`src/rtl/em_seek_dispatcher.sv`:
```
// rtl/em_seek_dispatcher.sv - allocates read jobs to NUM_ENG seek engines and reports per-read completion
module em_seek_dispatcher #(
    parameter int NUM_ENG   = 4,
    parameter int POS_W     = 8,
    parameter int RID_W     = 16,
    parameter int START_POS = 1,
    parameter int PASS_W    = 8
) (
    input  logic                     clk,
    input  logic                     rst,
    input  logic                     s_read_valid,
    output logic                     s_read_ready,
    input  logic [RID_W-1:0]         s_read_id,
    input  logic [POS_W-1:0]         s_read_len,
    input  logic                     s_read_bidir,
    output logic [NUM_ENG-1:0]       eng_start,
    output logic [NUM_ENG*POS_W-1:0] eng_pos_in,
    output logic [NUM_ENG-1:0]       eng_bi_dir,
    output logic [NUM_ENG*RID_W-1:0] eng_read_id,
    input  logic [NUM_ENG-1:0]       eng_finish,
    input  logic [NUM_ENG*POS_W-1:0] eng_pos_out,
    output logic                     m_done_valid,
    input  logic                     m_done_ready,
    output logic [RID_W-1:0]         m_done_id,
    output logic [PASS_W-1:0]        m_done_passes,
    output logic                     m_done_err,
    output logic                     idle,
    output logic                     err_spurious
);
    localparam int IDX_W = (NUM_ENG > 1) ? $clog2(NUM_ENG) : 1;
    localparam logic [POS_W:0]   START_W = (POS_W+1)'(START_POS);
    localparam logic [POS_W-1:0] START_P = POS_W'(START_POS);

    typedef enum logic [2:0] {ST_IDLE, ST_START, ST_WAIT, ST_CHECK, ST_DONE} state_e;

    state_e              st_q     [NUM_ENG];
    logic [RID_W-1:0]    id_q     [NUM_ENG];
    logic [POS_W-1:0]    len_q    [NUM_ENG];
    logic [POS_W-1:0]    pos_q    [NUM_ENG];
    logic [POS_W-1:0]    pout_q   [NUM_ENG];
    logic [PASS_W-1:0]   passes_q [NUM_ENG];
    logic [NUM_ENG-1:0]  err_q;
    logic [NUM_ENG-1:0]  eng_start_q;
    logic [NUM_ENG-1:0]  eng_bi_dir_q;
    logic [NUM_ENG*POS_W-1:0] eng_pos_q;
    logic [NUM_ENG*RID_W-1:0] eng_id_q;
    logic                live_q;
    logic                done_valid_q;
    logic [RID_W-1:0]    done_id_q;
    logic [PASS_W-1:0]   done_passes_q;
    logic                done_err_q;
    logic [IDX_W-1:0]    last_q;
    logic                err_spur_q;

    logic                any_idle, all_idle, acc_found, accept;
    logic [IDX_W-1:0]    acc_sel;
    logic [NUM_ENG-1:0]  req, forced;
    logic [POS_W:0]      npos [NUM_ENG];
    logic                gnt_any, grant, load;
    logic [IDX_W-1:0]    gnt_idx;

    // Extra bit keeps pos_out = 2^POS_W-1 and the forced +1 from wrapping.
    always_comb begin
        any_idle  = 1'b0;
        all_idle  = 1'b1;
        acc_found = 1'b0;
        acc_sel   = '0;
        req       = '0;
        forced    = '0;
        for (int i = 0; i < NUM_ENG; i++) begin
            npos[i] = {1'b0, pout_q[i]};
            if (st_q[i] == ST_IDLE) begin
                any_idle = 1'b1;
                if (!acc_found) begin
                    acc_found = 1'b1;
                    acc_sel   = IDX_W'(i);
                end
            end else begin
                all_idle = 1'b0;
            end
            req[i] = (st_q[i] == ST_DONE);
            if ({1'b0, pout_q[i]} <= {1'b0, pos_q[i]}) begin
                forced[i] = 1'b1;
                npos[i]   = {1'b0, pos_q[i]} + 1'b1;
            end
        end
    end

    always_comb begin : rr_arb
        int j;
        j       = 0;
        gnt_any = 1'b0;
        gnt_idx = '0;
        for (int k = 1; k <= NUM_ENG; k++) begin
            j = int'(last_q) + k;
            if (j >= NUM_ENG) j = j - NUM_ENG;
            if (!gnt_any && req[IDX_W'(j)]) begin
                gnt_any = 1'b1;
                gnt_idx = IDX_W'(j);
            end
        end
    end

    assign s_read_ready = live_q & any_idle;
    assign accept       = s_read_valid & s_read_ready;
    assign load         = !done_valid_q | m_done_ready;
    assign grant        = gnt_any & load;

    always_ff @(posedge clk or posedge rst) begin
        if (rst) begin
            for (int i = 0; i < NUM_ENG; i++) begin
                st_q[i]     <= ST_IDLE;
                id_q[i]     <= '0;
                len_q[i]    <= '0;
                pos_q[i]    <= '0;
                pout_q[i]   <= '0;
                passes_q[i] <= '0;
            end
            err_q         <= '0;
            eng_start_q   <= '0;
            eng_bi_dir_q  <= '0;
            eng_pos_q     <= '0;
            eng_id_q      <= '0;
            live_q        <= 1'b0;
            done_valid_q  <= 1'b0;
            done_id_q     <= '0;
            done_passes_q <= '0;
            done_err_q    <= 1'b0;
            last_q        <= IDX_W'(NUM_ENG - 1);
            err_spur_q    <= 1'b0;
        end else begin
            live_q      <= 1'b1;
            eng_start_q <= '0;
            for (int i = 0; i < NUM_ENG; i++) begin
                if (eng_finish[i] && st_q[i] != ST_WAIT) err_spur_q <= 1'b1;
                case (st_q[i])
                    ST_IDLE: if (accept && acc_sel == IDX_W'(i)) begin
                        id_q[i]     <= s_read_id;
                        len_q[i]    <= s_read_len;
                        pos_q[i]    <= START_P;
                        passes_q[i] <= '0;
                        err_q[i]    <= 1'b0;
                        if ({1'b0, s_read_len} <= START_W) begin
                            st_q[i] <= ST_DONE;
                        end else begin
                            st_q[i]                    <= ST_START;
                            eng_start_q[i]             <= 1'b1;
                            eng_pos_q[i*POS_W +: POS_W] <= START_P;
                            eng_bi_dir_q[i]            <= s_read_bidir;
                            eng_id_q[i*RID_W +: RID_W] <= s_read_id;
                        end
                    end
                    ST_START: st_q[i] <= ST_WAIT;
                    ST_WAIT: if (eng_finish[i]) begin
                        pout_q[i] <= eng_pos_out[i*POS_W +: POS_W];
                        if (passes_q[i] != '1) passes_q[i] <= passes_q[i] + 1'b1;
                        st_q[i] <= ST_CHECK;
                    end
                    ST_CHECK: begin
                        pos_q[i] <= npos[i][POS_W-1:0];
                        if (forced[i]) err_q[i] <= 1'b1;
                        if (npos[i] >= {1'b0, len_q[i]}) begin
                            st_q[i] <= ST_DONE;
                        end else begin
                            st_q[i]                     <= ST_START;
                            eng_start_q[i]              <= 1'b1;
                            eng_pos_q[i*POS_W +: POS_W] <= npos[i][POS_W-1:0];
                        end
                    end
                    ST_DONE: if (grant && gnt_idx == IDX_W'(i)) st_q[i] <= ST_IDLE;
                    default: st_q[i] <= ST_IDLE;
                endcase
            end
            if (grant) begin
                done_valid_q  <= 1'b1;
                done_id_q     <= id_q[gnt_idx];
                done_passes_q <= passes_q[gnt_idx];
                done_err_q    <= err_q[gnt_idx];
                last_q        <= gnt_idx;
            end else if (m_done_ready) begin
                done_valid_q <= 1'b0;
            end
        end
    end

    assign eng_start     = eng_start_q;
    assign eng_pos_in    = eng_pos_q;
    assign eng_bi_dir    = eng_bi_dir_q;
    assign eng_read_id   = eng_id_q;
    assign m_done_valid  = done_valid_q;
    assign m_done_id     = done_id_q;
    assign m_done_passes = done_passes_q;
    assign m_done_err    = done_err_q;
    assign idle          = all_idle & !done_valid_q;
    assign err_spurious  = err_spur_q;
endmodule

```
`config.mk`:
```
export PLATFORM = sky130hd
export DESIGN_NAME = em_seek_dispatcher
export DESIGN_NICKNAME = d
export VERILOG_FILES = /design/src/rtl/em_seek_dispatcher.sv
export SDC_FILE = /design/constraint.sdc
export NUM_CORES = 1
export LEC_CHECK = 0
export CORE_AREA = 2 2 175 177
export DETAILED_ROUTE_END_ITERATION = 10
export DIE_AREA = 0 0 177 179
export HOLD_SLACK_MARGIN = 0.02
export PLACE_DENSITY = 0.78
export SLEW_MARGIN = 20
export SYNTH_ARGS = -nofsm -noshare
export SYNTH_HDL_FRONTEND = slang
export SYNTH_SLANG_ARGS = --single-unit
```
`constraint.sdc`:
```
create_clock -name clk -period 13.02 [get_ports clk]
set_input_delay 1.302 -clock clk [delete_from_list [all_inputs] [get_ports clk]]
set_output_delay 1.302 -clock clk [all_outputs]
set_load 0.01 [all_outputs]
```
Word level (Yosys, flattened, before mapping)
Cells that the tools add are included.
{"block": "op_classes", "n_bitwise": 7, "eq_ne": 58, "add_sub_neg": 16, "shifts": 0, "muxes": 142, "n_reduce_logical": 67, "multipliers": 0, "n_div": 0, "n_lt_le_gt_ge": 19}
{"op": "$mux 8", "n": 27}
{"op": "$pmux 8 s2", "n": 12}
{"op": "$pmux 3 s5", "n": 4}
{"op": "$mux 3", "n": 17}
{"op": "$mux 1", "n": 49}
{"op": "$ne 2x2->1 const B", "n": 20}
{"op": "$add 8x1->9 const B", "n": 4}
{"op": "$ge 9x8->1", "n": 4}
{"op": "$mux 9", "n": 4}
{"op": "$reduce_and 3->1", "n": 12}
{"op": "$add 8x1->8 const B", "n": 4}
{"op": "$bmux 16 s2", "n": 1}
{"op": "$le 8x8->1", "n": 4}
{"op": "$mux 16", "n": 2}
{"op": "$ne 8x8->1 const B", "n": 4}
{"op": "$reduce_and 4->1", "n": 8}
{"op": "$eq 3x2->1 const B", "n": 8}
{"op": "$mux 2", "n": 12}
{"op": "$reduce_and 2->1", "n": 12}
{"op": "$reduce_bool 2->1", "n": 9}
{"op": "$bmux 8 s2", "n": 1}
{"op": "$lt 2x4->1 const B", "n": 4}
{"op": "$ne 2x1->1 const B", "n": 8}
{"op": "$pmux 1 s2", "n": 8}
{"op": "23 further kinds", "n": 71}
{"block": "totals", "inputBits": 65, "elab_cells": 357, "ram_bits": 0, "rom_bits": 0, "latchBits": 0, "n_memories": 0, "output_inout_bits": 133, "ff_bits": 342}

Longest topological paths before layout
Gate-level depths: netlist (run 1).
{"block": "logic_depth", "depth_word": 20, "ltp_mapped": 17, "mapped_depth_nobuf": 15}

Worst setup path after synthesis (run 1)
OpenSTA, ideal clock, no wires.
{"block": "synth_path", "path_type": "reg-to-reg", "start": "register pos_q[20] (netlist name)", "end": "register eng_pos_q[8], in the netlist eng_pos_in[8]", "path_buffers": 3, "setup_time_ps": 135, "t_arrival_ps": 3370, "path_stages_with_launch": 17, "synth_period_minus_slack_ps": 3505, "slack_ps": 9515, "required_ps": 12885, "path_cell_list": "dfrtp_1 -> clkbuf_1 -> inv_1 -> ha_1 -> nand4_1 -> o21ai_0 -> and2_1 -> buf_2 -> mux2i_1 -> inv_1 -> ha_1 -> a21oi_1 -> o21ai_0 -> o21a_1 -> or4_1 -> buf_2 -> mux2i_1"}
{"block": "synth_via", "elab_chain_len": 5, "elab_cells_between_ends": 8, "classes_between": "add/sub: 1; order compare: 2; eq/ne: 1; mux: 3; reduce/logical: 1"}
{"element": "from (decl)", "line": "39", "text": "logic [POS_W-1:0] pos_q [NUM_ENG];"}
{"element": "from (signal, indexed assignment)", "line": "160", "text": "pos_q[i] <= npos[i][POS_W-1:0];"}
{"element": "$add 8x1->9 / $le 8x8->1 (equally long branches)", "line": "84, 82"}
{"element": "$mux 9 (*)", "line": "82", "text": "if ({1'b0, pout_q[i]} <= {1'b0, pos_q[i]}) begin"}
{"element": "$ge 9x8->1", "line": "162", "text": "if (npos[i] >= {1'b0, len_q[i]}) begin"}
{"element": "$ne 2x2->1 (no source line)"}
{"element": "$reduce_and 4->1 (no source line)"}
{"element": "to (signal, indexed assignment)", "line": "167", "text": "eng_pos_q[i*POS_W +: POS_W] <= npos[i][POS_W-1:0];"}
{"element": "to (decl)", "line": "45", "text": "logic [NUM_ENG*POS_W-1:0] eng_pos_q;"}
Every way passes the cells marked *; elsewhere a longest branch is shown, timed or not. The select of a mux whose other input is x is not followed.
A chain may end at the register's enable or synchronous reset.

Worst setup path after layout (run 1)
{"block": "layout_path", "start": "register pos_q[10] (netlist name)", "end": "register st_q[3] (netlist name)"}
{"block": "layout_via", "elab_chain_len": 5, "elab_cells_between_ends": 6, "classes_between": "add/sub: 1; order compare: 2; mux: 3"}
{"element": "$add 8x1->9 / $le 8x8->1 (equally long branches)", "line": "84, 82"}
{"element": "$mux 9 (*)", "line": "82"}
{"element": "$ge 9x8->1 (*)", "line": "162"}
{"element": "$mux 3 (*)", "line": "162"}
{"element": "$pmux 3 s5 (*)", "line": "136", "text": "case (st_q[i])"}
{"element": "to (signal, indexed assignment)", "line": "144", "text": "st_q[i] <= ST_DONE;"}
{"element": "to (signal, indexed assignment)", "line": "163", "text": "st_q[i] <= ST_DONE;"}
{"element": "to (signal, indexed assignment)", "line": "165", "text": "st_q[i] <= ST_START;"}
{"element": "to (decl)", "line": "36", "text": "state_e st_q [NUM_ENG];"}
Every way passes the cells marked *; elsewhere a longest branch is shown, timed or not.

==> results.md, run 1 <==
STA:
- Across the routed clock network, the largest skew measured is 0.0152 ns.
- The headroom to the max-slew limit is 31.4%.
- Setup repair after global routing left no endpoint under its margin.
- The fraction of the cycle the final worst path needs is between 30% and 40%.
- The fmax is between 0.2 and 0.25 GHz.
- The smallest clock period supported by the final layout is computed as ~4.4 ns.
- The worst hold slack across all endpoints is about 0.48 ns.
- The final number of hold-violating endpoints is 0.
- For the final routed database, the setup TNS stands at 0 ns.
- The transition at the pin with the smallest max-transition slack is between 1 and 1.5 ns.
- The number of setup violations in the final report is 0.
- The number of max-slew violations in the final report is 0.

Synth:
- The synthesized instance count is about 1600.
- The distinct cell type count after synthesis is between 60 and 70.
- The register bit total from synthesis is 342.
- The most used standard cell by instance count after synthesis is dfrtp_1.
- The share of the synthesized area in the top cell type is 50.5%.
- The synthesized design contains 0 enable-type register cells.
- The summed instance area of the synthesized netlist is around 17000 µm².
- By count the netlist is led by dfrtp_1 (340), nand2_1 (246), mux2_2 (151).
- The most used flip-flop cell after synthesis is dfrtp_1.
- Ranked by total cell area, the synthesized netlist is headed by dfrtp_1 (50%), mux2_2 (10%), nand2_1 (5.5%).
- The cell type with the highest aggregate area in the netlist is dfrtp_1.
- Sequential elements use between 50 and 60% of the synthesized area.
- The number of nets handed over by synthesis was 1741.
- Yosys printed 0 warnings.
- In this run the mean area of a mapped cell was about 11 µm².
- Of all flip-flops after synthesis, the portion carrying an async set or reset was between 90% and 100%.

Clock network:
- In this run, post-CTS repair resized a total of 0 instances.
- The buffer cell driving the clock tree root is clkbuf_16.
- In this run the deepest clock path goes through 3 buffers.
- TritonCTS built the clock tree.
- Clock-pin slew was measured on the worst setup and hold paths at about 0.060 ns.
- CTS saw around 340 sinks.
- The buffer count from post-CTS setup fixing is 0.
- The latest clock arrival within the worst-skew pair is roughly 0.53 ns.
- The number of hold-repair buffers added at the cts stage is 0.
- The number of clock buffers added by TritonCTS is 38.
- In this run the number of H-tree levels came out at 2.

Worst hold path:
- The worst hold path was traced through 2 stages.
- The endpoint of the worst hold path is id_q[37]$_DFFE_PP0P_.
- The worst hold path begins at id_q[37]$_DFFE_PP0P_.
- The class of the tightest hold or removal check is reg2reg.

Critical path:
- The highest-delay cell along the critical path is nand3b_1.
- The endpoint of the worst register-to-register path is st_q[3]$_DFFE_PP0P_.
- The type of destination of the critical path is a flop.
- STA classifies the critical path startpoint as a flop.
- The path type of the worst setup path is reg2reg.
- For this run, the slowest stage of the critical path takes around 0.61 ns.
- Data on the critical path is required at its endpoint by 13.45 ns.
- By instance count, the cell type seen most on the critical path is a211oi_1.
- The cell depth of the worst flop-to-flop path is 14.
- In this run the worst path has a maximum fanout of 10.
- Walking the worst path, the cells encountered are inv_1 -> ha_1 -> and3_1 -> a221o_1 -> a21oi_1 -> nor2_2 -> mux2i_1 -> inv_1 -> ha_1 -> a211oi_1 -> a211oi_1 -> a2111oi_0 -> nand3b_1 -> a211oi_1.
- The register-to-register setup slack is between 8 and 9 ns.
- The worst register-to-register path begins at pos_q[10]$_DFFE_PP0P_.
- At the worst endpoint, the arrival time is approximately 4.8 ns.

Final layout:
- The count of non-filler cells in the finished layout is between 2000 and 2500.
- The number of nets in the final layout is 1918.
- The area growth from synthesis to layout is 21.0%.
- The number of fill cells is 2237.
- The post-route netlist has 14.6% of its cells at a drive strength greater than 1.
- The area used by multi-input combinational logic is roughly 7600 µm².
- The register area is ~8600 µm².
- The number of antenna diodes in the final layout is 0.

Floorplanning:
- The floorplan step defined a core boundary enclosing approximately 30000 µm².
- The initial utilization of the core area, before any placement, comes to 56.1%.
- The die is ~180 µm tall.
- The die covers approximately 32000 µm².
- The initialized floorplan defines 64 standard-cell rows.
- In this run the count of I/O pins placed on the die edge is 198.
- The overall die width is 177 µm.

Placed design:
- The placed cell count is 2136.
- The count of buffers added on input and output ports is a little under 200.
- The weighted congestion reported at the end of routability-driven placement is about 0.94.
- Detailed placement finished with a half-perimeter wire length of between 20000 and 30000 µm.

Detailed routing:
- The highest signal layer in the routed design is met4.
- The number of vias per cell is about 5.8.
- The total via count in the routed design is ~13000.
- The sum of met3 wire segment lengths after detailed routing is approximately 3100 µm.
- The routed design uses between 20000 and 25000 µm of met2 wire.
- After detailed routing, the wire length on met1 is about 18000 µm.
- The number of remaining DRC errors is 0.
- The final routed wirelength across all metal layers is between 40000 and 50000 µm.
- The number of antenna-violating nets in the routed design is 0.
- The first-iteration detailed-routing DRC count is ~870.
- In the final routed layout, each cell accounts on average for ~19 µm.
- For this run, the detailed router's first-pass iteration total came to 7.

Pwr:
- The static leakage is approximately 0.009 µW.
- Across the VDD grid, the largest voltage drop is between 0.00015 and 0.0002 V.
- The sum of internal, switching and leakage power is roughly 5700 µW.
- The power per unit of standard cell area is between 200 and 300 nW/µm².

Global routing:
- The number of global-route vias before repair was 12900.
- The initial antenna violation count is 0.
- The largest net degree at the start of global routing is 120.
- The total grt overflow is 0.
- The global-route wire length before repair is roughly 67000 µm.
- The overall fraction of global-route tracks in use is a little over a quarter.

Run status:
- The run finished with clean final reports.

Job:
- Max-cap violations in this run came to 0.
-- flip-flops by register name, indices dropped and copies added (netlist names) --
name           count
pos_q             32
eng_bi_dir         4
pout_q            32
last_q             2
m_done_id         16
eng_start          4
live_q             1
err_spurious       1
len_q             32
id_q              64
m_done_err         1
eng_pos_in        32
st_q              12
m_done_passes      8
passes_q          32
eng_read_id       64
err_q              4
m_done_valid       1
-- cell usage in the layout, fill, tap and decap left out, types with 22 or more instances in the layout --
| cell type | count |
|---|---|
| a21oi_1 | 55 |
| a31oi_1 | 22 |
| and3_1 | 22 |
| clkbuf_16 | 39 |
| clkdlybuf4s50_1 | 197 |
| dfrtp_1 | 340 |
| ha_1 | 72 |
| inv_1 | 98 |
| mux2_2 | 151 |
| mux2i_1 | 57 |
| nand2_1 | 246 |
| nand3_1 | 48 |
| nand4_1 | 29 |
| nor2_1 | 84 |
| o21ai_0 | 77 |
| o22ai_1 | 24 |
| xnor2_1 | 43 |
-- cell type report --
class	instances	area share, %
flip-flops and latches	342	42.0
multi-input cells	1087	37.3
repair buffers	213	10.4
clock buffers	55	5.52
well taps	396	2.43
inverters	99	1.86
clock inverters	10	0.558
-- worst max-delay path, delay by kind of cell, from the launching register on --
| family | cells | cell delay (ns) |
|---|---|---|
| AOI/OAI and AO/OA | 6 | 1.45 |
| adders and majority gates | 2 | 0.60 |
| buffers and inverters | 2 | 0.17 |
| DFF | 1 | 0.43 |
| muxes | 1 | 0.42 |
| and+or+nand+nor | 3 | 1.24 |
-- worst max path at each step --
stage / startpoint / end / slack (ns)
2_1_floorplan: rst / eng_bi_dir[0]$_DFFE_PP0P_ / 2.24
3_3_place_gp: s_read_valid / eng_read_id[29]$_DFFE_PP0P_ / 8.82
3_5_place_dp: pos_q[11]$_DFFE_PP0P_ / st_q[3]$_DFFE_PP0P_ / 8.67
4_1_cts: pos_q[10]$_DFFE_PP0P_ / st_q[3]$_DFFE_PP0P_ / 8.64
5_1_grt: pos_q[10]$_DFFE_PP0P_ / st_q[3]$_DFFE_PP0P_ / 8.27
6_report: pos_q[10]$_DFFE_PP0P_ / st_q[3]$_DFFE_PP0P_ / 8.62
-- logic make-up (layout without fill, tap and decap cells) --
family | Yosys count | count (layout) | share of synthesized area (%)
buf+inv | 175 | 377 | 4.40
xor+xnor | 50 | 50 | 2.60
fa+ha+maj | 72 | 72 | 5.35
flops | 342 | 342 | 50.8
mux | 208 | 208 | 13.5
other cells | 1 | 1 | 0.0223
simple gates | 504 | 504 | 13.7
compound gates | 252 | 252 | 9.63
-- stage by stage --
stage,worst slack (ns),area (µm²),utilization (%)
after floorplan,2.24,16800,-
after global placement,8.82,19100,63.6
after detailed placement,8.67,19100,63.6
after CTS,8.64,20300,67.8
after global routing,8.27,20400,67.9
final,8.62,20400,67.9
-- report_power, final --
| part | internal (µW) | total (µW) | leakage, µW | switching [µW] |
|---|---|---|---|---|
| Combinational | 1270 | 2720 | 0.00436 | 1450 |
| Clock | 640 | 1070 | 0.000611 | 429 |
| Sequential | 1560 | 1920 | 0.00421 | 368 |
| Total | 3460 | 5710 | 0.00918 | 2250 |
-- metal layers --
layer | track usage (%) | vias up
met2 | 45.4 | 438
met4 | 8.09 | 0
li1 | - | 5941
met3 | 5.96 | 72
met5 | 0 | -
met1 | 34.9 | 6375
Note: power is estimated with default switching activity, not from simulation.
==> inputs of run 2 (changes only) <==
- CORE_AREA: 2 2 175 177 -> 2 2 185 187
- DIE_AREA: 0 0 177 179 -> 0 0 187 189
- PLACE_DENSITY: 0.78 -> 0.73
- clock period: 13.02 -> 3.65 ns (I/O delays scaled with it)
==> run 2 against run 1 <==
Sequential share of layout area decreased by 1.5 points. Setup slack got worse by 8.5 ns. Via count increased by 0.23%. Critical path depth increased by 2. Sequential cell count unchanged. Clock power increased to 3.7 times the previous value. Largest power group unchanged.
==> results.md, run 2 (synthesis results as in run 1) <==
Run status:
- The flow ran to the end, and the final reports show no timing, DRC or antenna violations.

Critical path:
- The endpoint of the most critical setup path is st_q[3]$_DFFE_PP0P_.
- In this run the critical register-to-register path is launched from pos_q[11]$_DFFE_PP0P_.
- The beginning of the critical path is pos_q[11]$_DFFE_PP0P_.
- The register-to-register setup slack is a little under 0.1 ns.
- The largest driver fanout on the critical path is 10.
- The worst setup path is launched from a flop.
- In this design, the stage delay of the slowest critical-path cell is 0.38 ns.
- In this run the critical register-to-register path is captured at st_q[3]$_DFFE_PP0P_.
- The data required time of the worst path is between 4 and 5 ns.
- Walking the worst path, the cells encountered are inv_1 -> ha_1 -> and3_1 -> a221o_1 -> a21oi_2 -> nor2_4 -> buf_4 -> mux2i_2 -> inv_1 -> ha_1 -> nand2_1 -> nor2_1 -> a2111oi_4 -> nand3b_1 -> buf_4 -> a211oi_1.
- The worst register-to-register path has a depth of 16.
- For this design, the slowest cell found on the critical path is dfrtp_1.
- The path type of the worst setup path is reg2reg.
- The worst endpoint data arrival time is between 3 and 4 ns.
- STA classifies the critical path endpoint as a flop.

Clock network:
- After clock tree synthesis, the flow added hold-fix buffers numbering 0.
- Clock tree synthesis found a total of 342 sinks.
- The TritonCTS clock tree is built.
- The clock input transition at the sequential cells of the worst setup and hold paths is 0.06 ns.
- The buffer levels on the longest clock path is 3.
- The latest clock arrival within the worst-skew pair is about 0.53 ns.
- The root buffer cell chosen for the clock tree is clkbuf_16.
- Clock tree synthesis inserted a total of 39 buffers.
- The H-tree was split into 2 levels.

Pwr:
- The internal portion of the total power is 13200 µW.
- The worst-case IR drop observed on VDD is around 0.00069 V.
- Per report_power, the sequential group accounts for roughly a third of the total.
- The net switching power figure is ~8400 µW.
- The clock network accounts for 18.3% of the total power.
- The power per unit of standard cell area is around 1000 nW/µm².
- The combinational cell fraction of total power is ~50%.
- The share of total power consumed by net switching is about two fifths.
- The analysis attributes to cell leakage a power of roughly 0.0095 µW.

STA:
- Setup violations remaining at the end of the flow were counted as 0.
- The time the final worst path needs with I/O delays and setup is between 3 and 4 ns.
- The final number of hold-violating endpoints was 0.
- The final setup skew is 0.0152 ns.
- The number of max-slew violations in the final report was 0.
- At the pin with the least slew margin, the transition time is 1.07 ns.
- After layout, the worst path uses around 97% of the clock period.
- The headroom to the max-slew limit is 28.3%.
- Timing would allow up to between 0.2 and 0.3 GHz.

Floorplanning:
- The initial utilization of the core area, before any placement, comes to about 51%.
- The die area is roughly 35000 µm².
- During I/O placement, the number of pins put on the boundary was 198.
- Measured along the x axis, the die boundary spans 187 µm.
- The number of rows created at floorplan is 67.
- The die is around 190 µm tall.
- The standard cell core area is between 30000 and 40000 µm².

Final layout:
- Leaving out fill and tap cells, the most frequent cell in the layout is dfrtp_1.
- In the final design database the tool counted between 1500 and 2000 nets.
- For this run, the number of standard cells in the final layout without fillers is between 2000 and 2500.
- From synthesis to final layout, the design area changed by 25.4%.
- The post-layout instance area is 21100 µm².
- The post-route netlist has between 15 and 20% of its cells at a drive strength greater than 1.
- The library cells used most frequently in the layout, excluding fill and tap cells, are dfrtp_1 (340), nand2_1 (246), clkdlybuf4s50_1 (197).

Detailed routing:
- The number of iterations in the first detailed-routing pass is 5.
- The total via count in the routed design is roughly 13000.
- The number of remaining DRC errors is 0.
- The number of antenna-violating nets in the routed design is 0.
- The first-iteration detailed-routing DRC count is 790.
- In the routed layout, each cell is associated on average with a via count of about 5.6.
- The final routed wirelength across all metal layers is ~44000 µm.
- Dividing the detail-routed wire length by the instance count gives roughly 19 µm.

Job:
- The tool flagged a number of max-cap violations equal to 0.

Placed design:
- The congestion estimate from routability-driven global placement came to roughly 0.9.
- The half-perimeter wire length after detailed placement is 30100 µm.
- After detailed placement, the design holds a cell count of approximately 2200.
- The standard cell area after detailed placement is between 15000 and 20000 µm².
- Input and output buffers added on the ports amount to 197.

Global routing:
- The largest net degree at the start of global routing is 76.
- The initial antenna violation count is 1.
- The global-route wire length before repair is slightly above 70000 µm.
- The total grt overflow is 0.
- The number of global-route vias before repair is between 10000 and 15000.
- The overall fraction of global-route tracks in use is around a quarter.

Worst hold path:
- The class of the tightest hold or removal check is in2async.
-- run 2: layout make-up --
| class | count | area, µm² |
|---|---|---|
| fillers | 2623 | 12200 |
| flip-flops and latches | 342 | 8560 |
| multi-input cells | 1087 | 7740 |
| repair buffers | 262 | 2600 |
| clock buffers | 56 | 1140 |
| well taps | 448 | 561 |
| inverters | 99 | 375 |
| clock inverters | 12 | 153 |
| diodes | 1 | 2.50 |
-- run 2: worst min-delay path by stage --
| stage | cells after the start | end | slack (ns) |
|---|---|---|---|
| after floorplan | 2 | id_q[33]$_DFFE_PP0P_ | 0.45 |
| after global routing | 3 | pout_q[8]$_DFFE_PP0P_ | 0.42 |
| after global placement | 2 | id_q[37]$_DFFE_PP0P_ | 0.46 |
| final | 2 | pout_q[5]$_DFFE_PP0P_ | 0.39 |
| after detailed placement | 2 | err_spurious$_DFFE_PP0P_ | 0.46 |
| after CTS | 3 | pout_q[8]$_DFFE_PP0P_ | 0.38 |
-- run 2: power groups by stage --
stage / sequential (µW) / clock, µW / combinational [µW]
finish: 6830 / 3930 / 10700
detailed placement: 6840 / 0 / 10200
global route: 7050 / 4170 / 11800
floorplan: 6780 / 0 / 6270
global placement: 6750 / 0 / 9810
CTS: 6810 / 4000 / 10300
-- run 2: what timing repair did --
action | CTS | global route
pin swaps | 0 | 6
buffers inserted | 0 | 7
endpoints found under the setup margin | 13 | 31
gates resized for setup | 5 | 32
-- run 2: metrics by stage --
step	power, µW	hold WS [ns]	utilization [%]	setup TNS, ns	setup WS (ns)
final	21500	0.387	63.5	0	0.0965
after global routing	23100	0.417	63.5	-0.0606	-0.0440
after CTS	21100	0.383	62.9	0	0.000621
after detailed placement	17000	0.460	58.9	-0.986	-0.138
after global placement	16600	0.459	58.9	0	0.0729
after floorplan	13100	0.446	-	-437.97	-1.29
-- run 2: layer usage --
layer	GRT usage (%)	part of all wire, %
met2	41.0	47
met4	6.56	2.0
met5	0	0
met1	32.5	43
met3	6.65	7.6
-- run 2: critical path, delay by kind of cell, from the launching register on --
kind / cells / cell delay, ns
compound gates: 4 / 1.08
fa+ha+maj: 2 / 0.65
simple gates: 5 / 0.59
buf+inv: 4 / 0.52
flops: 1 / 0.38
mux: 1 / 0.22
